--- src/rtl/register_bank.sv ---
// Architectural register file with write-through bypass and a register dump engine.
// Ports:
//   i_clock, i_reset            rising-edge clock, synchronous active-high reset
//   i_reg_write/_addr/_data     write-back port (r0 and out-of-range writes dropped)
//   i_read_addr_a/b, o_read_*   two combinational read ports with same-cycle bypass
//   i_dump_start, i_dump_ready  dump request and consumer acceptance
//   o_dump_valid/_addr/_data    presented dump word (registered)
//   o_dump_busy, o_dump_done    engine active (SEND/DONE), one-cycle completion pulse
module register_bank #(
    parameter int PROC_BITS      = 32,
    parameter int REG_ADDRS_BITS = 5,
    parameter int NUM_REGS       = 32
) (
    input  logic                      i_clock,
    input  logic                      i_reset,
    input  logic                      i_reg_write,
    input  logic [REG_ADDRS_BITS-1:0] i_write_addr,
    input  logic [PROC_BITS-1:0]      i_write_data,
    input  logic [REG_ADDRS_BITS-1:0] i_read_addr_a,
    input  logic [REG_ADDRS_BITS-1:0] i_read_addr_b,
    output logic [PROC_BITS-1:0]      o_read_data_a,
    output logic [PROC_BITS-1:0]      o_read_data_b,
    input  logic                      i_dump_start,
    input  logic                      i_dump_ready,
    output logic                      o_dump_valid,
    output logic [REG_ADDRS_BITS-1:0] o_dump_addr,
    output logic [PROC_BITS-1:0]      o_dump_data,
    output logic                      o_dump_busy,
    output logic                      o_dump_done
);

    localparam logic [1:0] S_IDLE = 2'd0;
    localparam logic [1:0] S_SEND = 2'd1;
    localparam logic [1:0] S_DONE = 2'd2;

    localparam logic [REG_ADDRS_BITS:0]   NUM_REGS_W = (REG_ADDRS_BITS+1)'(NUM_REGS);
    localparam logic [REG_ADDRS_BITS-1:0] LAST_IDX   = REG_ADDRS_BITS'(NUM_REGS - 1);

    logic [PROC_BITS-1:0]      r_regs [NUM_REGS];
    logic [1:0]                r_state;
    logic [REG_ADDRS_BITS-1:0] r_idx;
    logic [PROC_BITS-1:0]      r_dump_data;
    logic                      r_dump_valid;

    logic                      w_wr_en;
    logic [PROC_BITS-1:0]      w_rd_a;
    logic [PROC_BITS-1:0]      w_rd_b;
    logic [REG_ADDRS_BITS-1:0] w_next_idx;
    logic [PROC_BITS-1:0]      w_next_word;

    function automatic logic in_range(input logic [REG_ADDRS_BITS-1:0] a);
        return {1'b0, a} < NUM_REGS_W;
    endfunction

    // Only writes that actually change state are visible to the bypass paths.
    assign w_wr_en = i_reg_write && (i_write_addr != '0) && in_range(i_write_addr);

    always_comb begin
        w_rd_a = '0;
        if ((i_read_addr_a != '0) && in_range(i_read_addr_a)) begin
            if (w_wr_en && (i_write_addr == i_read_addr_a)) begin
                w_rd_a = i_write_data;
            end else begin
                w_rd_a = r_regs[i_read_addr_a];
            end
        end
    end

    always_comb begin
        w_rd_b = '0;
        if ((i_read_addr_b != '0) && in_range(i_read_addr_b)) begin
            if (w_wr_en && (i_write_addr == i_read_addr_b)) begin
                w_rd_b = i_write_data;
            end else begin
                w_rd_b = r_regs[i_read_addr_b];
            end
        end
    end

    // Word loaded on an accepting edge; a write landing on that same edge wins.
    assign w_next_idx = r_idx + 1'b1;

    always_comb begin
        w_next_word = '0;
        if ((w_next_idx != '0) && in_range(w_next_idx)) begin
            if (w_wr_en && (i_write_addr == w_next_idx)) begin
                w_next_word = i_write_data;
            end else begin
                w_next_word = r_regs[w_next_idx];
            end
        end
    end

    always_ff @(posedge i_clock) begin
        if (i_reset) begin
            for (int i = 0; i < NUM_REGS; i++) begin
                r_regs[i] <= '0;
            end
        end else if (w_wr_en) begin
            r_regs[i_write_addr] <= i_write_data;
        end
    end

    always_ff @(posedge i_clock) begin
        if (i_reset) begin
            r_state      <= S_IDLE;
            r_idx        <= '0;
            r_dump_data  <= '0;
            r_dump_valid <= 1'b0;
        end else begin
            case (r_state)
                S_IDLE: begin
                    if (i_dump_start) begin
                        r_state      <= S_SEND;
                        r_idx        <= '0;
                        r_dump_data  <= '0;
                        r_dump_valid <= 1'b1;
                    end
                end
                S_SEND: begin
                    if (i_dump_ready) begin
                        if (r_idx == LAST_IDX) begin
                            r_state      <= S_DONE;
                            r_idx        <= '0;
                            r_dump_valid <= 1'b0;
                        end else begin
                            r_idx       <= w_next_idx;
                            r_dump_data <= w_next_word;
                        end
                    end
                end
                S_DONE: begin
                    r_state <= S_IDLE;
                end
                default: begin
                    r_state      <= S_IDLE;
                    r_dump_valid <= 1'b0;
                end
            endcase
        end
    end

    assign o_read_data_a = w_rd_a;
    assign o_read_data_b = w_rd_b;
    assign o_dump_valid  = r_dump_valid;
    assign o_dump_addr   = r_idx;
    assign o_dump_data   = r_dump_data;
    assign o_dump_busy   = (r_state == S_SEND) || (r_state == S_DONE);
    assign o_dump_done   = (r_state == S_DONE);

endmodule

--- config.mk ---
export PLATFORM = sky130hd
export DESIGN_NAME = register_bank
export DESIGN_NICKNAME = d
export VERILOG_FILES = /design/src/rtl/register_bank.sv
export SDC_FILE = /design/constraint.sdc
export NUM_CORES = 2
export LEC_CHECK = 0
export CAP_MARGIN = 25
export CORE_MARGIN = 5
export CORE_UTILIZATION = 55
export CTS_CLUSTER_SIZE = 12
export DETAILED_ROUTE_END_ITERATION = 10
export MAX_ROUTING_LAYER = met4
export PLACE_DENSITY = 0.82
export REMOVE_ABC_BUFFERS = 1
export SKIP_LAST_GASP = 1
export SLEW_MARGIN = 20
export SYNTH_ARGS = -nofsm -noshare
export SYNTH_HDL_FRONTEND = slang
export SYNTH_SLANG_ARGS = --single-unit
--- constraint.sdc ---
create_clock -name i_clock -period 4.2 [get_ports i_clock]
set_clock_uncertainty 0.05 [all_clocks]
set_input_delay 0.42 -clock i_clock [delete_from_list [all_inputs] [get_ports i_clock]]
set_output_delay 0.42 -clock i_clock [all_outputs]
set_load 0.03 [all_outputs]
==> flow_summary.toml <==
[grt]
grt_start_max_net_pins = 99
grt_pass1_wl_mm = 356.8
antenna_found_initial = 25
grt_usage_pct = 40.95
grt-ovfl-total = 0
grt_pass1_vias = 49230

[yosys]
synth_top_flop_cell = "edfxtp_1"
ys_ff_latch = 1064
synth_top_area_share_pct = 46.71
synth.distinct_cells = 60
synth_area_sq_mm = 0.06584
yosysWarnings = 0
synth.top_cells.by_area = "edfxtp_1, mux4_2, and2_1"
synth_edf_count = 1024
synthArstFlopShare_pct = 0
yosys.area.top_type = "edfxtp_1"
syn_inst = 4714
seq_area_frac_synth_pct = 47.92
postSynthAreaPerCell_sq_um = 13.97

[place]
numPortBuffers = 155
dp_hpwl_mm = 152.7
gp_congestion = 0.9847
placed_cells = 6271

[routing]
wl_per_cell_um = 38.95
viasPerCell = 7.792
drc = 0
via_count = 50940
wirelength_mm = 254.6
drt-initial-drc-count = 10200
postRouteAntennaNets = 0
firstDrtPassIters = 7

[clocking]
ctsHoldBuffers = 0
clockBufferDepth = 3
cts_buffers = 111
clock_latency_ns = 0.72
cts_tree = "done"
cts_sinks = 1064
cts_resized = 0
h-tree-depth = 3
clk_pin_slew_worst_paths_ns = 0.06
post-cts-setup-buffer-count = 0
cts_root_buf = "clkbuf_16"

[sta]
timing.hold.ws_ns = 0.02755
slew_headroom_pct = 23.55
drv_slew = 0
max_freq_mhz = 253.7
min_period_ns = 3.942
tightest_slew_ns = 1.144
finalSetupViolCount = 0
timing_hold_violations_final = 0
fin_crit_sh_pct = 93.86
finalSetupTns_ns = 0
rsz0062_at_grt = "no"

[finish]
syn2layout_area_growth_pct = 13.86
regArea_sq_mm = 0.03155
nFillCells = 8367
most-common-layout-cells = "edfxtp_1, and2_1, mux4_2, mux2i_1, nand2_1"
drive_gt1_share_pct = 27.27
multi_input_area_sq_mm = 0.03254
finalNetCount = 4833
final_common_cell = "edfxtp_1"
stdcell_count = 6538

[worst_setup_path]
critPathArrivalTime_ns = 3.47
cp.required_ns = 3.73
critical_path_class = "in2out"
critPathLaunchType = "input pin"
slowest_delay_ns = 0.56
cpMostUsedCell = "buf_4"
crit_slowest_cell = "buf_4"
crit_fanout = 25
end_kind = "output pin"
path_cells = "buf_4, buf_12, xnor2_1, nand3_1, nor4_2, buf_4, nor2_1, buf_4, a32o_1, buf_12"

[floorplan]
die_w_um = 356.0
io_pins = 156
die_h_um = 356.0
core_sq_mm = 0.1195
die_area_sq_mm = 0.1267
rows = 127
start_util_pct = 55.10

[min_path]
min_path_type = "in2reg"

[flow_run]
cap_viol_max_count = 0

[power_and_ir_drop]
max-vdd-ir-drop_v = 0.0003825
power.leakage_nw = 25.61
p_per_area_mw_per_mm2 = 374.8

[status]
status = "finished clean"
cells in the mapped netlist, types with 7 or more instances:
cell type,instances
edfxtp_1,1024
and2_1,995
mux4_2,715
clkbuf_1,325
mux2i_1,310
nand2_1,273
buf_2,144
a21oi_1,141
a221oi_1,99
nor3_1,74
o21ai_0,70
nor2_1,65
dfxtp_1,40
buf_1,36
o31a_1,32
or2_2,32
or4b_1,32
a211oi_1,30
nor2b_1,30
a221o_1,26
a32oi_1,25
a22oi_1,21
a211o_1,17
buf_4,17
xnor2_1,13
nand3_1,12
o31ai_1,11
and3_1,9
inv_1,8
o22ai_1,8
nand2b_1,7
worst max-delay path, delay by kind of cell:
family	cells	cell delay, ns
XOR/XNOR	1	0.13
AND/OR/NAND/NOR	3	0.75
AO/OA/AOI/OAI	1	0.34
buffers and inverters	5	1.72
area by class of cell:
class                           count  share of cell area (%)
Sequential cell                  1064                   42.10
Multi-Input combinational cell   3147                   43.41
Timing Repair Buffer              440                   6.730
Clock buffer                      175                   4.312
Tap cell                         1612                   2.691
Clock inverter                     33                  0.5158
Inverter                           11                 0.06176
Antenna cell                       56                  0.1869
power by group:
group	switching [W]	internal, W	total, W	leakage, nW
clock network	0.00428	0.00575	0.0100	1.77
logic	0.00294	0.00240	0.00535	13.8
registers	0.000494	0.0122	0.0127	10.1
metrics by stage:
step | utilization [%] | total power [W] | area, sq um | worst slack (ns)
final | 62.73 | 0.02809 | 74960 | 0.2579
after global routing | 62.68 | 0.02863 | 74900 | 0.2054
after CTS | 62.59 | 0.02782 | 74790 | 0.4266
after detailed placement | 59.56 | 0.01802 | 71170 | 0.4528
after global placement | 59.54 | 0.01788 | 71150 | 0.2902
after floorplan | - | 0.01576 | 63740 | -15.04
worst paths after layout:
check                   startpoint                end  slack [ns]  cells after the start
hold / removal             i_reset      r_regs[0][22]        0.03                      1
setup / recovery  i_read_addr_b[2]  o_read_data_b[18]        0.26                     10
hold reg to reg       o_dump_valid       o_dump_valid        0.42                      2
setup reg to reg    o_dump_addr[0]     o_dump_data[5]        0.54                      8
state kept, by name, summed over array words and instances, names as in the netlist:
| name | flops |
|---|---|
| o_dump_addr | 5 |
| o_dump_data | 32 |
| o_dump_valid | 1 |
| r_regs | 1024 |
| r_state | 2 |
per-layer routing:
metal / GRT usage (%) / wire length (um) / vias up
met2: 54.82 / 105600 / 6276
met4: 27.71 / 22230 / 0
met1: 49.05 / 76480 / 24420
li1: - / - / 18680
met5: - / 0 / -
met3: 19.42 / 50280 / 1567
cell families (layout without fill, tap and decap cells):
logic type / count (synthesis) / count (layout) / synth area share (%)
AND/OR/NAND/NOR: 1551 / 1551 / 13.51
multiplexers: 1025 / 1025 / 29.17
flip-flops: 1064 / 1064 / 47.92
adder cells (fa/ha/maj): 6 / 6 / 0.1140
AO/OA/AOI/OAI: 514 / 514 / 5.574
XOR/XNOR: 19 / 19 / 0.2737
other: 1 / 88 / 0.005696
buffers and inverters: 534 / 659 / 3.427
No activity file was read; power rests on OpenSTA's default activity.
